[config.mk]
export PLATFORM = sky130hd
export DESIGN_NAME = branch_resolve
export DESIGN_NICKNAME = d
export VERILOG_FILES = /design/src/rtl/branch_resolve.sv
export SDC_FILE = /design/constraint.sdc
export NUM_CORES = 1
export LEC_CHECK = 0
export BUFFER_PORTS_ARGS = -buffer_cell sky130_fd_sc_hd__clkbuf_2
export CAP_MARGIN = 20
export CORE_MARGIN = 1.5
export CORE_UTILIZATION = 35
export DETAILED_ROUTE_END_ITERATION = 10
export PLACE_DENSITY = 0.54
export SLEW_MARGIN = 15
export SYNTH_ARGS = -nofsm -noshare
export SYNTH_HDL_FRONTEND = slang
export SYNTH_SLANG_ARGS = --single-unit
export TNS_END_PERCENT = 50
[constraint.sdc]
create_clock -name i_clk -period 7.4 [get_ports i_clk]
set_clock_uncertainty 0.15 [all_clocks]
set_input_delay 0.74 -clock i_clk [delete_from_list [all_inputs] [get_ports i_clk]]
set_output_delay 0.74 -clock i_clk [all_outputs]
set_load 0.05 [all_outputs]
[src/rtl/branch_resolve.sv]
// Execute-stage control-flow resolver: ID/EX register for branch fields, operand forwarding,
// branch/JAL/JALR resolution, fetch redirect, decode flush and a saturating redirect counter.
module branch_resolve #(
    parameter int unsigned DATA_WIDTH = 32,
    parameter int unsigned CNT_WIDTH  = 32
) (
    input  logic                  i_clk,
    input  logic                  i_rst_n,
    input  logic                  i_stall_e,
    input  logic                  i_flush_e,
    input  logic                  i_valid_d,
    input  logic                  i_branch_d,
    input  logic                  i_jump_d,
    input  logic                  i_jalr_d,
    input  logic [2:0]            i_funct3_d,
    input  logic [DATA_WIDTH-1:0] i_pc_d,
    input  logic [DATA_WIDTH-1:0] i_imm_ext_d,
    input  logic [DATA_WIDTH-1:0] i_rd1_d,
    input  logic [DATA_WIDTH-1:0] i_rd2_d,
    input  logic [1:0]            i_forward_a_e,
    input  logic [1:0]            i_forward_b_e,
    input  logic [DATA_WIDTH-1:0] i_result_w,
    input  logic [DATA_WIDTH-1:0] i_alu_result_m,
    output logic [2:0]            o_pc_src_e,
    output logic [DATA_WIDTH-1:0] o_pc_target_e,
    output logic [DATA_WIDTH-1:0] o_jalr_target_e,
    output logic                  o_flush_d,
    output logic                  o_valid_e,
    output logic [CNT_WIDTH-1:0]  o_redirect_count
);

    localparam logic [2:0] PC_SRC_PLUS4 = 3'b000;
    localparam logic [2:0] PC_SRC_TGT   = 3'b001;
    localparam logic [2:0] PC_SRC_JALR  = 3'b010;

    localparam logic [2:0] F3_BEQ  = 3'b000;
    localparam logic [2:0] F3_BNE  = 3'b001;
    localparam logic [2:0] F3_BLT  = 3'b100;
    localparam logic [2:0] F3_BGE  = 3'b101;
    localparam logic [2:0] F3_BLTU = 3'b110;
    localparam logic [2:0] F3_BGEU = 3'b111;

    logic                  r_valid_e;
    logic                  r_branch_e;
    logic                  r_jump_e;
    logic                  r_jalr_e;
    logic [2:0]            r_funct3_e;
    logic [DATA_WIDTH-1:0] r_pc_e;
    logic [DATA_WIDTH-1:0] r_imm_e;
    logic [DATA_WIDTH-1:0] r_rd1_e;
    logic [DATA_WIDTH-1:0] r_rd2_e;
    logic [CNT_WIDTH-1:0]  r_redirect_cnt;

    logic [DATA_WIDTH-1:0] w_src_a;
    logic [DATA_WIDTH-1:0] w_src_b;
    logic [DATA_WIDTH-1:0] w_jalr_sum;
    logic                  w_cond;
    logic                  w_taken;

    always_comb begin
        case (i_forward_a_e)
            2'b01:   w_src_a = i_result_w;
            2'b10:   w_src_a = i_alu_result_m;
            default: w_src_a = r_rd1_e;
        endcase
        case (i_forward_b_e)
            2'b01:   w_src_b = i_result_w;
            2'b10:   w_src_b = i_alu_result_m;
            default: w_src_b = r_rd2_e;
        endcase
    end

    always_comb begin
        case (r_funct3_e)
            F3_BEQ:  w_cond = (w_src_a == w_src_b);
            F3_BNE:  w_cond = (w_src_a != w_src_b);
            F3_BLT:  w_cond = ($signed(w_src_a) <  $signed(w_src_b));
            F3_BGE:  w_cond = ($signed(w_src_a) >= $signed(w_src_b));
            F3_BLTU: w_cond = (w_src_a <  w_src_b);
            F3_BGEU: w_cond = (w_src_a >= w_src_b);
            default: w_cond = 1'b0;
        endcase
    end

    // A stalled instruction must not redirect; it resolves once the stall drops.
    assign w_taken = r_valid_e & ~i_stall_e & (r_jump_e | r_jalr_e | (r_branch_e & w_cond));

    always_comb begin
        o_pc_src_e = PC_SRC_PLUS4;
        if (w_taken) begin
            o_pc_src_e = r_jalr_e ? PC_SRC_JALR : PC_SRC_TGT;
        end
    end

    assign w_jalr_sum       = w_src_a + r_imm_e;
    assign o_pc_target_e    = r_pc_e + r_imm_e;
    assign o_jalr_target_e  = {w_jalr_sum[DATA_WIDTH-1:1], 1'b0};
    assign o_flush_d        = w_taken;
    assign o_valid_e        = r_valid_e;
    assign o_redirect_count = r_redirect_cnt;

    // ID/EX register; a redirect bubbles the wrong-path instruction entering E.
    always_ff @(posedge i_clk or negedge i_rst_n) begin
        if (!i_rst_n) begin
            r_valid_e  <= 1'b0;
            r_branch_e <= 1'b0;
            r_jump_e   <= 1'b0;
            r_jalr_e   <= 1'b0;
            r_funct3_e <= 3'b000;
            r_pc_e     <= '0;
            r_imm_e    <= '0;
            r_rd1_e    <= '0;
            r_rd2_e    <= '0;
        end else if (i_flush_e || w_taken) begin
            r_valid_e  <= 1'b0;
            r_branch_e <= 1'b0;
            r_jump_e   <= 1'b0;
            r_jalr_e   <= 1'b0;
        end else if (!i_stall_e) begin
            r_valid_e  <= i_valid_d;
            r_branch_e <= i_branch_d;
            r_jump_e   <= i_jump_d;
            r_jalr_e   <= i_jalr_d;
            r_funct3_e <= i_funct3_d;
            r_pc_e     <= i_pc_d;
            r_imm_e    <= i_imm_ext_d;
            r_rd1_e    <= i_rd1_d;
            r_rd2_e    <= i_rd2_d;
        end
    end

    always_ff @(posedge i_clk or negedge i_rst_n) begin
        if (!i_rst_n) begin
            r_redirect_cnt <= '0;
        end else if (w_taken && (r_redirect_cnt != {CNT_WIDTH{1'b1}})) begin
            r_redirect_cnt <= r_redirect_cnt + {{(CNT_WIDTH-1){1'b0}}, 1'b1};
        end
    end

endmodule

# Yosys cells after proc, flatten, opt, wreduce, memory -nomap -nowiden
# Index checks and enable logic that the tools add are counted.
dict set report classes {
  addsub 3
  n_lt_le_gt_ge 4
  n_eq_ne 13
  mux 13
  bitwise_logic 7
  reduce_logical 4
}
# cell n
set op_table {}
lappend op_table {{case mux 32 bit (2 select lines)} 2}
lappend op_table {{adder 32 bit} 2}
lappend op_table {{>= comparator 32 bit} 2}
lappend op_table {{< comparator 32 bit} 2}
lappend op_table {{adder 32 x 1 -> 32 bit, second input constant} 1}
lappend op_table {{equality test 32 bit} 1}
lappend op_table {{!= test 32 bit} 1}
lappend op_table {{!= test 32 bit, second input constant} 1}
lappend op_table {{equality test 3 bit, second input constant} 4}
lappend op_table {{two-way mux 1 bit} 8}
lappend op_table {{case mux 1 bit (6 select lines)} 1}
lappend op_table {{equality test 2 x 1 -> 1 bit, second input constant} 2}
lappend op_table {{equality test 2 bit, second input constant} 2}
lappend op_table {{two-way mux 2 bit} 2}
lappend op_table {{AND 1 bit} 3}
lappend op_table {{equality test 3 x 1 -> 1 bit, second input constant} 1}
lappend op_table {{logical NOT 3 bit} 1}
lappend op_table {{!= test 2 x 1 -> 1 bit, second input constant} 1}
lappend op_table {{inverter 1 bit} 2}
lappend op_table {{bitwise OR 1 bit} 2}
lappend op_table {{AND reduction 2 bit} 1}
lappend op_table {{logical AND 1 bit} 1}
lappend op_table {{logical OR 1 bit} 1}
dict set report word_totals {
  reg_bits 167
  input_bits 207
  output_inout_bits 101
  wordCells 54
}

# Logic depth before layout (Yosys ltp)
# Gate-level depths: netlist (run 1).
dict set report logic_depth {
  depth_word 10
  ltp_mapped 20
  ltp_nobuf 17
}

# Worst setup path after synthesis (run 1)
# OpenSTA, ideal clock, no wires.
dict set report synth_timing {
  path_type {input -> output}
  start {input port i_forward_a_e[0]}
  end {output port o_jalr_target_e[31]}
  arrival_time_ns 4.951
  required_ns 6.510
  slack_ns 1.559
  cell_stages 17
  n_path_buf 2
  path_cell_list {inv_1 ha_1 clkbuf_1 clkbuf_1 nand2_1 o21ai_0 ha_1 a41oi_1 o31ai_1 a21o_1 a21o_1 a41o_1 a2111oi_2 nor2_1 o41a_1 a21oi_1 xor2_1}
}
dict set report synth_via {
  elab_chain_len 3
  word_cells_on_any_way 4
  cone_classes {add/sub (1); eq/ne (2); mux (1)}
}
# element line
set synth_lines {}
lappend synth_lines {{from (decl)} 20} ;# input logic [1:0] i_forward_a_e,
lappend synth_lines {{equality test 2 bit / equality test 2 x 1 -> 1 bit (equally long branches)} 61} ;# case (i_forward_a_e)
lappend synth_lines {{case mux 32 bit (2 select lines) (*)} 61}
lappend synth_lines {{adder 32 bit (*)} 95} ;# assign w_jalr_sum = w_src_a + r_imm_e;
lappend synth_lines {{to (decl)} 26} ;# output logic [DATA_WIDTH-1:0] o_jalr_target_e,
# Mark *: on every way between the ends. The rest lies on a longest branch, timed or not.

# Worst setup path in the final report (run 1)
dict set report layout_timing {
  start {input port i_forward_a_e[0]}
  end {output port o_jalr_target_e[30]}
}
# The elaborated chain is that of the path after synthesis.

==> results.json, run 1 <==
{
  "worstMarginPinSlew_ps": 799.6,
  "reg2reg_slack_ps": 2690,
  "clock_sinks": 167,
  "ys_seq_area_share_pct": 36.08,
  "crit_start": "i_forward_a_e[0]",
  "leakagePower_nw": 6.758,
  "period_share_pct": 84.47,
  "syn_to_final_growth_pct": 22.26,
  "slew_viol_final": 0,
  "timing.rr.end": "r_rd2_e[12]",
  "place_congestion": 0.9402,
  "die_y_um": 184.9,
  "numCtsBuffers": 17,
  "antenna_found_initial": 10,
  "max_slew_margin_pct": 46.59,
  "ys_async_sr_fraction_pct": 100.0,
  "crit_type": "in2out",
  "syn_area_per_cell_um2": 9.825,
  "path_max_fanout": 41,
  "viasPerCell": 5.280,
  "outcome": "complete, no violations",
  "drt-total-wl_um": 37470,
  "die_x_um": 184.9,
  "fp-row-count": 66,
  "grt_pass1_vias": 10130,
  "grt_pass1_wl_um": 57300,
  "cp.required_ps": 6510,
  "synth_ff_type": "dfrtp_1",
  "critPathCaptureType": "primary output",
  "yosysUniqueCellTypes": 64,
  "timing.final.crit_period_ps": 6251,
  "hold_viol_final": 0,
  "ir_worst_vdd_v": 0.0001845,
  "syn-cell-area_um2": 11580,
  "ant_nets": 0,
  "cts.clk_slew.worst_paths_ps": 80,
  "fmax_ghz": 0.1600,
  "ctsResizeCount": 0,
  "core_region_area_um2": 32540,
  "routed-via-count": 10200,
  "grt_use_total_pct": 22.25,
  "initial_core_util_pct": 35.60,
  "yosys_warnings": 0,
  "firstDrtPassIters": 5,
  "htreeDepth": 4,
  "power_density_nw_per_um2": 321.1,
  "setup_viol": 0,
  "clock_latency_ps": 460,
  "setup_tns_ps": 0,
  "grt_max_degree": 69,
  "ys_seq_elements": 167,
  "final_nets": 1777,
  "final_cell_mix": "304 x clkbuf_2, 167 x dfrtp_1, 99 x a21oi_1, 96 x ha_1, 91 x mux2_1",
  "grt_overflow_total": 0,
  "worstPathArrival_ps": 5360,
  "drcViolationCount": 0,
  "dp_hpwl_um": 29940,
  "cts_tree": "built",
  "syn_inst": 1179,
  "dieArea_um2": 34200,
  "rsz0062_at_grt": "false",
  "drive_gt1_share_pct": 27.65,
  "clockBufferDepth": 2,
  "hold_path.class": "in2async",
  "detail_route.wl_per_cell_um": 19.39,
  "start_kind": "input port",
  "place_inst": 1893,
  "instances_no_fill": 1932,
  "r2r-start": "r_rd1_e[11]",
  "final_util_pct": 43.53,
  "post_cts_buffers": 0,
  "final_common_cell": "clkbuf_2",
  "reg2reg_depth": 14,
  "numPortBuffers": 305,
  "drv_cap": 0,
  "cts_hold_buffers": 0,
  "drt_iter0_drc": 627,
  "ios": 308,
  "synth_edf_count": 0,
  "root_buffer": "clkbuf_16"
}
how the worst max path moves through the flow:
stage / depth (start not counted) / endpoint
3_3_place_gp: 17 / o_jalr_target_e[31]
4_1_cts: 16 / o_jalr_target_e[30]
3_5_place_dp: 16 / r_rd2_e[12]
5_1_grt: 16 / o_jalr_target_e[30]
6_report: 16 / o_jalr_target_e[30]
2_1_floorplan: 17 / o_jalr_target_e[31]
power by group:
part           internal [W]  leakage, nW  switching [W]  total, W
Combinational      0.000758         4.45        0.00173   0.00249
Clock              0.000451        0.289       0.000455  0.000906
Sequential          0.00104         2.02       0.000111   0.00115
Total               0.00225         6.76        0.00230   0.00455
layer usage:
layer	up-vias	wire length [um]	global-route usage, %
met5	-	41	0
met4	6	670	7.382
met3	35	2244	4.876
met2	291	17340	35.85
met1	4895	17170	29.49
li1	4974	-	-
stage by stage:
| step | instance area, um^2 | setup slack, ps | hold slack [ps] | power (W) |
|---|---|---|---|---|
| CTS | 14140 | 1160 | 160.0 | 0.004585 |
| global placement | 13550 | 1134 | 317.9 | 0.003647 |
| global route | 14160 | 647.3 | 184.2 | 0.004815 |
| floorplan | 11590 | 1559 | 294.4 | 0.003014 |
| detailed placement | 13550 | 1092 | 325.3 | 0.003662 |
| finish | 14160 | 1149 | 126.5 | 0.004548 |
registers in the layout, indices dropped and copies added (netlist names):
name,cells
r_jalr_e,1
r_funct3_e,3
r_branch_e,1
r_rd2_e,32
o_redirect_count,32
o_valid_e,1
r_jump_e,1
r_imm_e,32
r_rd1_e,32
r_pc_e,32
critical path, stage by stage:
cell,delay [ps]
clkbuf_2,90
inv_1,40
ha_2,770
o21ai_0,370
fa_1,540
a21o_1,210
a22oi_1,280
a211oi_1,150
o21a_1,210
nor3_1,240
o31ai_1,190
o41ai_1,670
o311ai_0,200
a21oi_1,210
xnor2_1,140
clkbuf_2,300
cell families (layout without fill, tap and decap cells):
group,count (synthesis),count (layout),share of synthesized area (%)
DFF,167,167,36.08
AOI/OAI and AO/OA,315,315,17.52
muxes,139,139,13.45
adders and majority gates,100,100,10.93
buffers and inverters,78,381,3.273
xor gates and xnor gates,85,85,6.427
and+or+nand+nor,294,294,12.29
other,1,9,0.03237
synth_stat cells (5+ instances only):
cell type,instances,area (um^2)
dfrtp_1,167,4179
a21oi_1,99,495.5
ha_1,98,1226
mux2_1,91,1025
nor2_1,79,296.5
nand2_1,70,262.8
a22oi_1,65,488.0
o21ai_0,57,285.3
xnor2_1,53,464.2
mux2_2,42,473.0
a21o_1,34,255.2
xor2_1,32,280.3
nand3_1,30,150.1
clkbuf_1,28,105.1
inv_1,28,105.1
nand4_1,26,162.7
nor3_1,23,115.1
and3_1,13,81.33
nor4_1,10,62.56
buf_6,9,101.4
o21a_1,9,67.56
nand2b_1,8,50.05
a211oi_1,7,52.55
nor2b_1,7,43.79
o21bai_1,7,52.55
and2_1,6,37.54
buf_2,6,30.03
mux2i_1,6,60.06
or2_2,6,37.54
and4_1,5,43.79
o31ai_1,5,37.54
area by class of cell:
type                    count  area, um^2
flip-flops and latches    167        4179
fillers                  3277       18370
multi-input cells         935        7039
inverters                  28       105.1
clock inverters            15       165.2
diodes                      7       17.52
well taps                 442       553.0
clock buffers              17       425.4
repair buffers            321        1678
Power figures use the tool's default switching activity.
==> run 2, diff against run 1 <==
--- a/config.mk
+++ b/config.mk
@@ -5,12 +5,13 @@
 export SDC_FILE = /design/constraint.sdc
 export NUM_CORES = 1
 export LEC_CHECK = 0
+export ABC_AREA = 1
 export BUFFER_PORTS_ARGS = -buffer_cell sky130_fd_sc_hd__clkbuf_2
 export CAP_MARGIN = 20
 export CORE_MARGIN = 1.5
 export CORE_UTILIZATION = 35
 export DETAILED_ROUTE_END_ITERATION = 10
-export PLACE_DENSITY = 0.54
+export PLACE_DENSITY = 0.53
 export SLEW_MARGIN = 15
 export SYNTH_ARGS = -nofsm -noshare
 export SYNTH_HDL_FRONTEND = slang
==> constraint.sdc (replaced) <==
create_clock -name i_clk -period 5.95 [get_ports i_clk]
set_clock_uncertainty 0.15 [all_clocks]
set_input_delay 0.595 -clock i_clk [delete_from_list [all_inputs] [get_ports i_clk]]
set_output_delay 0.595 -clock i_clk [all_outputs]
set_load 0.05 [all_outputs]
==> run 2 against run 1 <==
Non-clock buffer count stayed put. Total power increased by 14%. Sequential share of layout area down 2.7 points. Clock-buffer cell count rose by 1.
==> results.json, run 2 <==
{
  "die_x_um": 195.9,
  "timing.final.crit_period_ps": 5440,
  "grt_max_degree": 137,
  "viasPerCell": 5.117,
  "ys_seq_elements": 167,
  "detail_route.wl_per_cell_um": 17.94,
  "cp_slowest_cell": "o21ai_0",
  "yosysTopAreaCellShare_pct": 32.10,
  "setup_ws_ps": 509.6,
  "finalPower_w": 0.005190,
  "ys_async_sr_fraction_pct": 100.0,
  "ir_worst_vdd_v": 0.0002429,
  "yosys_warnings": 0,
  "antenna_cells": 0,
  "setup_viol": 0,
  "drt-total-wl_um": 45680,
  "numPortBuffers": 305,
  "yosysUniqueCellTypes": 44,
  "cts.clk_slew.worst_paths_ps": 60,
  "cpMostUsedCell": "o21ai_0",
  "root_buffer": "clkbuf_16",
  "drive_gt1_share_pct": 17.61,
  "synth.most_common_cell": "nand2_1",
  "die_y_um": 195.9,
  "fp-row-count": 70,
  "slew_viol_final": 0,
  "syn_to_final_growth_pct": 19.73,
  "fillers": 3908,
  "dp_hpwl_um": 35320,
  "clock_latency_ps": 450,
  "synth_ff_type": "dfrtp_1",
  "worstMarginPinSlew_ps": 840.6,
  "dieArea_um2": 38360,
  "place_inst": 2515,
  "drv_cap": 0,
  "final_cell_mix": "512 x nand2_1, 299 x clkbuf_2, 204 x inv_1, 167 x dfrtp_1, 161 x nand3_1",
  "final_common_cell": "nand2_1",
  "cts_tree": "built",
  "leakagePower_nw": 8.649,
  "fmax_ghz": 0.1838,
  "path_max_fanout": 24,
  "yosysTopAreaCell": "dfrtp_1",
  "antenna_found_initial": 0,
  "htreeDepth": 4,
  "grt_use_total_pct": 23.77,
  "clockBufferDepth": 2,
  "synth_common_cells": "513 x nand2_1, 205 x inv_1, 167 x dfrtp_1",
  "synth_edf_count": 0,
  "clock_sinks": 167,
  "synth_area_leaders": "dfrtp_1 32%, nand2_1 15%, ha_1 9.4%",
  "max_slew_margin_pct": 43.96,
  "rsz0062_at_grt": "false",
  "start_kind": "input port",
  "regArea_um2": 4179,
  "setup_tns_ps": 0,
  "ios": 308,
  "hold_viol_final": 0,
  "reg2reg_depth": 20,
  "ant_nets": 0,
  "numCtsBuffers": 17,
  "final_util_pct": 42.58,
  "critPathCaptureType": "primary output",
  "instances_no_fill": 2546,
  "dp_slack_ps": 447.0,
  "grt_pass1_vias": 12710,
  "hold_path.class": "in2async",
  "drt_iter0_drc": 783,
  "cp.required_ps": 5200,
  "cts_hold_buffers": 0,
  "firstDrtPassIters": 5,
  "final_nets": 2373,
  "crit_type": "in2out",
  "syn_inst": 1800,
  "worstPathArrival_ps": 4700,
  "initial_core_util_pct": 35.56,
  "worstPathCellList": "clkbuf_2 > inv_1 > ha_1 > clkinvlp_4 > nand3_1 > o21ai_0 > nor2_1 > fa_1 > nand3_1 > nand2_1 > a21oi_1 > o21ai_0 > a21oi_1 > o21ai_0 > a21boi_0 > o21ai_0 > xor2_1 > buf_12",
  "outcome": "complete, no violations",
  "place_congestion": 0.9108,
  "routed-via-count": 13030,
  "grt_overflow_total": 0,
  "power_density_nw_per_um2": 333.0,
  "syn-cell-area_um2": 13020,
  "crit_path_max_incr_delay_ps": 460,
  "period_share_pct": 91.44,
  "syn_area_per_cell_um2": 7.233,
  "drcViolationCount": 0,
  "core_region_area_um2": 36610,
  "multi_input_area_um2": 7659,
  "grt_pass1_wl_um": 70930,
  "ys_seq_area_share_pct": 32.10
}
run 2: cell count changes after synthesis, moves of 28 or more:
cell	change
nand2_1	+443
inv_1	+177
nand3_1	+131
mux2_1	-91
a22oi_1	-65
mux2_2	-42
a21o_1	-30
o22ai_1	+28
xor2_1	+28
run 2: worst max-delay path, delay by kind of cell:
kind                       cells  cell delay, ps
AOI/OAI and AO/OA              7            1890
buffers and inverters          4             710
adders and majority gates      2             620
and+or+nand+nor                4             580
xor gates and xnor gates       1             280
run 2: final timing paths:
| check | from | to | slack (ps) |
|---|---|---|---|
| setup / recovery | i_forward_a_e[0] | o_jalr_target_e[22] | 510 |
| hold / removal | i_rst_n | r_pc_e[21] | 30 |
| hold reg to reg | r_rd1_e[8] | r_rd1_e[8] | 320 |
| max in group asynchronous | i_rst_n | r_rd2_e[6] | 4640 |
| setup reg to reg | r_rd1_e[31] | r_rd2_e[24] | 1940 |
| min in group i_clk | i_funct3_d[0] | r_funct3_e[0] | 220 |
run 2: final cells by class:
class	instances	area share, %
multi-input cells	1350	49.13
flip-flops and latches	167	26.81
repair buffers	321	11.65
inverters	209	5.057
well taps	468	3.757
clock buffers	18	2.817
clock inverters	13	0.7786
run 2: cells by family (layout without fill, tap and decap cells):
group,count (synthesis),count (layout),synth area share [%]
flip-flops,167,167,32.10
AND/OR/NAND/NOR,853,853,27.77
multiplexers,28,28,2.153
buffers and inverters,284,561,9.274
XOR/XNOR,90,90,6.055
adder cells (fa/ha/maj),100,100,9.726
AO/OA/AOI/OAI,277,277,12.90
other,1,2,0.02880
run 2: where the power goes:
part	switching (W)	internal [W]	total [W]
combinational	0.00196	0.000758	0.00271
sequential	0.000112	0.00126	0.00138
clock	0.000510	0.000589	0.00110
run 2: per-layer routing:
metal	vias up	global-route usage [%]	part of all wire [%]
li1	6555	-	-
met3	37	3.559	4.2
met2	330	37.92	46
met1	6105	33.52	48
met4	0	6.239	1.8
met5	-	0	0
run 2: stage by stage:
step                cell area (um^2)  hold slack (ps)
floorplan                      13020            149.4
global placement               15020            298.5
detailed placement             15020            304.5
CTS                            15580            65.29
global route                   15590            96.00
finish                         15590            34.36
run 2: what timing repair did:
action	4_1_cts	5_1_grt
resized for setup	0	1
hold endpoints to repair	0	0
endpoints found under the setup margin	0	1
buffers inserted	0	0
==> run 3, diff against run 2 <==
--- a/config.mk
+++ b/config.mk
@@ -11,6 +11,7 @@
 export CORE_MARGIN = 1.5
 export CORE_UTILIZATION = 35
 export DETAILED_ROUTE_END_ITERATION = 10
+export GPL_TIMING_DRIVEN = 0
 export PLACE_DENSITY = 0.53
 export SLEW_MARGIN = 15
 export SYNTH_ARGS = -nofsm -noshare
==> run 3 against run 2 <==
The flow now finishes with violations (hold timing). Largest power group unchanged. First-iteration DRC count is 3.3% higher. Total power is 0.62% higher. Utilization is 0.48 points higher. Combinational power hardly changed. Hold slack worse by 37 ps. Critical endpoint is now o_pc_src_e[0]. Register-to-register slack better by 60 ps. Fmax is 3.0% lower.
==> results.json, run 3 (synthesis gave the netlist of run 2 again) <==
{
  "root_buffer": "clkbuf_16",
  "htreeDepth": 4,
  "numPortBuffers": 305,
  "period_share_pct": 94.27,
  "grt_overflow_total": 0,
  "worstSetupPathDepth": 23,
  "critPathCaptureType": "primary output",
  "grt_max_degree": 87,
  "numCtsBuffers": 17,
  "final_nets": 2433,
  "syn_to_final_growth_pct": 21.09,
  "grt_use_total_pct": 25.67,
  "grt_pass1_vias": 13080,
  "die_y_um": 195.9,
  "drcViolationCount": 0,
  "setup_viol": 0,
  "max_slew_margin_pct": 41.42,
  "outcome": "finished with violations",
  "hold_path.class": "in2async",
  "path_max_fanout": 10,
  "ir_worst_vdd_v": 0.0002229,
  "clock_latency_ps": 460,
  "viasPerCell": 5.109,
  "setup_tns_ps": 0,
  "cp.required_ps": 5200,
  "regArea_um2": 4179,
  "cts_tree": "built",
  "crit_path_max_incr_delay_ps": 700,
  "antenna_found_initial": 0,
  "core_region_area_um2": 36610,
  "worstPathCellList": "clkbuf_2 > inv_1 > ha_1 > clkbuf_1 > clkbuf_1 > mux2i_1 > ha_1 > nand2_1 > nor2_2 > nand2_1 > nor3b_4 > nand2_1 > o21ai_1 > inv_1 > nand2_1 > nor2_1 > nand3_1 > nand2_1 > nand2_2 > nand2_2 > buf_2 > nor2_1 > clkbuf_2",
  "die_x_um": 195.9,
  "drt_iter0_drc": 809,
  "drive_gt1_share_pct": 18.19,
  "leakagePower_nw": 8.758,
  "reg2reg_depth": 22,
  "antenna_cells": 0,
  "critPathBufInv": 7,
  "firstDrtPassIters": 5,
  "start_kind": "input port",
  "worstPathArrival_ps": 4860,
  "drt-total-wl_um": 48950,
  "dp_hpwl_um": 40320,
  "hold_viol_final": 1,
  "initial_core_util_pct": 35.56,
  "routed-via-count": 13320,
  "final_util_pct": 43.06,
  "final_common_cell": "nand2_1",
  "power_density_nw_per_um2": 331.3,
  "clockBufferDepth": 2,
  "timing.final.crit_period_ps": 5609,
  "cp_slowest_cell": "clkbuf_1",
  "rsz0062_at_grt": "false",
  "timing.hold.ws_ps": -2.658,
  "clock_sinks": 167,
  "place_congestion": 0.9139,
  "violations": "hold timing",
  "slew_viol_final": 0,
  "fmax_ghz": 0.1783,
  "cpMostUsedCell": "nand2_1",
  "cts_hold_buffers": 0,
  "reg2reg_slack_ps": 2000,
  "ant_nets": 0,
  "fp-row-count": 70,
  "worstMarginPinSlew_ps": 878.7,
  "dieArea_um2": 38360,
  "fillers": 3949,
  "grt_pass1_wl_um": 74910,
  "cts.clk_slew.worst_paths_ps": 70,
  "detail_route.wl_per_cell_um": 18.78,
  "cp_top_family": "simple AND/OR/NAND/NOR gates",
  "final_cell_mix": "513 x nand2_1, 306 x clkbuf_2, 204 x inv_1, 167 x dfrtp_1, 161 x nand3_1",
  "crit_type": "in2out",
  "drv_cap": 0,
  "ios": 308,
  "multi_input_area_um2": 7649
}
[run 3: cell types whose count changed in the layout (fill, tap and decap cells not counted), sizes merged]
cell / delta
clkdlybuf4s15: +1
buf: +21
clkbuf: +38
inv: +6
clkinv: -2
clkinvlp: -3
[run 3: layout make-up]
cell class	count	area share, %
buffer	75	2.778
clock buffer	18	2.722
clock inverter	14	0.8651
inverter	209	4.977
multi-input combinational	1350	48.52
sequential	167	26.51
tap	468	3.715
timing repair buffer	306	9.913
[run 3: worst reg2reg max path, cell delays in order (launching register included)]
cell and delay [ps]:
dfrtp_1 370, nor2_1 50, a21oi_1 300, ha_1 320
nand2_1 130, nor2_2 180, nand2_1 130, nor3b_4 330
nand2_1 170, nand2_1 90, o21ai_1 60, inv_1 50
nand2_1 50, nor2_1 100, nand3_1 190, nand2_1 130
nand2_2 130, nand2_2 160, nand2_2 190, buf_6 270
buf_6 170, nand2_1 60, nand2_1 50
[run 3: power breakdown]
group	internal, W	total [W]	switching (W)
Sequential	0.00126	0.00137	0.000112
Clock	0.000589	0.00113	0.000545
Combinational	0.000732	0.00271	0.00198
Total	0.00258	0.00522	0.00264
[run 3: metrics by stage]
step / area [um^2] / hold WS [ps] / worst slack (ps) / instances / power, W
floorplan: 13020 / 149.4 / 829.2 / 1801 / 0.003304
global placement: 15130 / 299.4 / -127.5 / 2574 / 0.004079
detailed placement: 15170 / 303.9 / -196.0 / 2575 / 0.004103
CTS: 15740 / 41.62 / 20.91 / 2607 / 0.005253
global route: 15760 / 51.67 / 3.726 / 2607 / 0.005544
finish: 15760 / -2.658 / 341.0 / 2607 / 0.005222
[run 3: worst paths after layout]
check | start | to
max in group asynchronous | i_rst_n | r_rd1_e[7]
worst max register to register | r_rd1_e[31] | r_imm_e[0]
worst min-delay path | i_rst_n | r_pc_e[26]
worst min register to register | r_rd1_e[26] | r_rd1_e[26]
worst max-delay path | i_forward_b_e[0] | o_pc_src_e[0]
min in group i_clk | i_pc_d[31] | r_pc_e[31]
[run 3: metal layers]
layer  up-vias  share of wire, %  GRT usage, %  wire length, um
li1       6686                 -             -                -
met1      6195                47         35.85            23140
met2       385                45         40.52            22020
met3        53               5.3         4.349             2601
met4         0               2.4         7.778             1187
met5         -                 0             0                0
[run 3: timing repair]
item	CTS	global route
setup endpoints to repair	8	10
pin swaps	0	1
gates cloned	0	0
endpoints found under the hold margin	0	0
gates resized for setup	2	15
buffers inserted	0	0
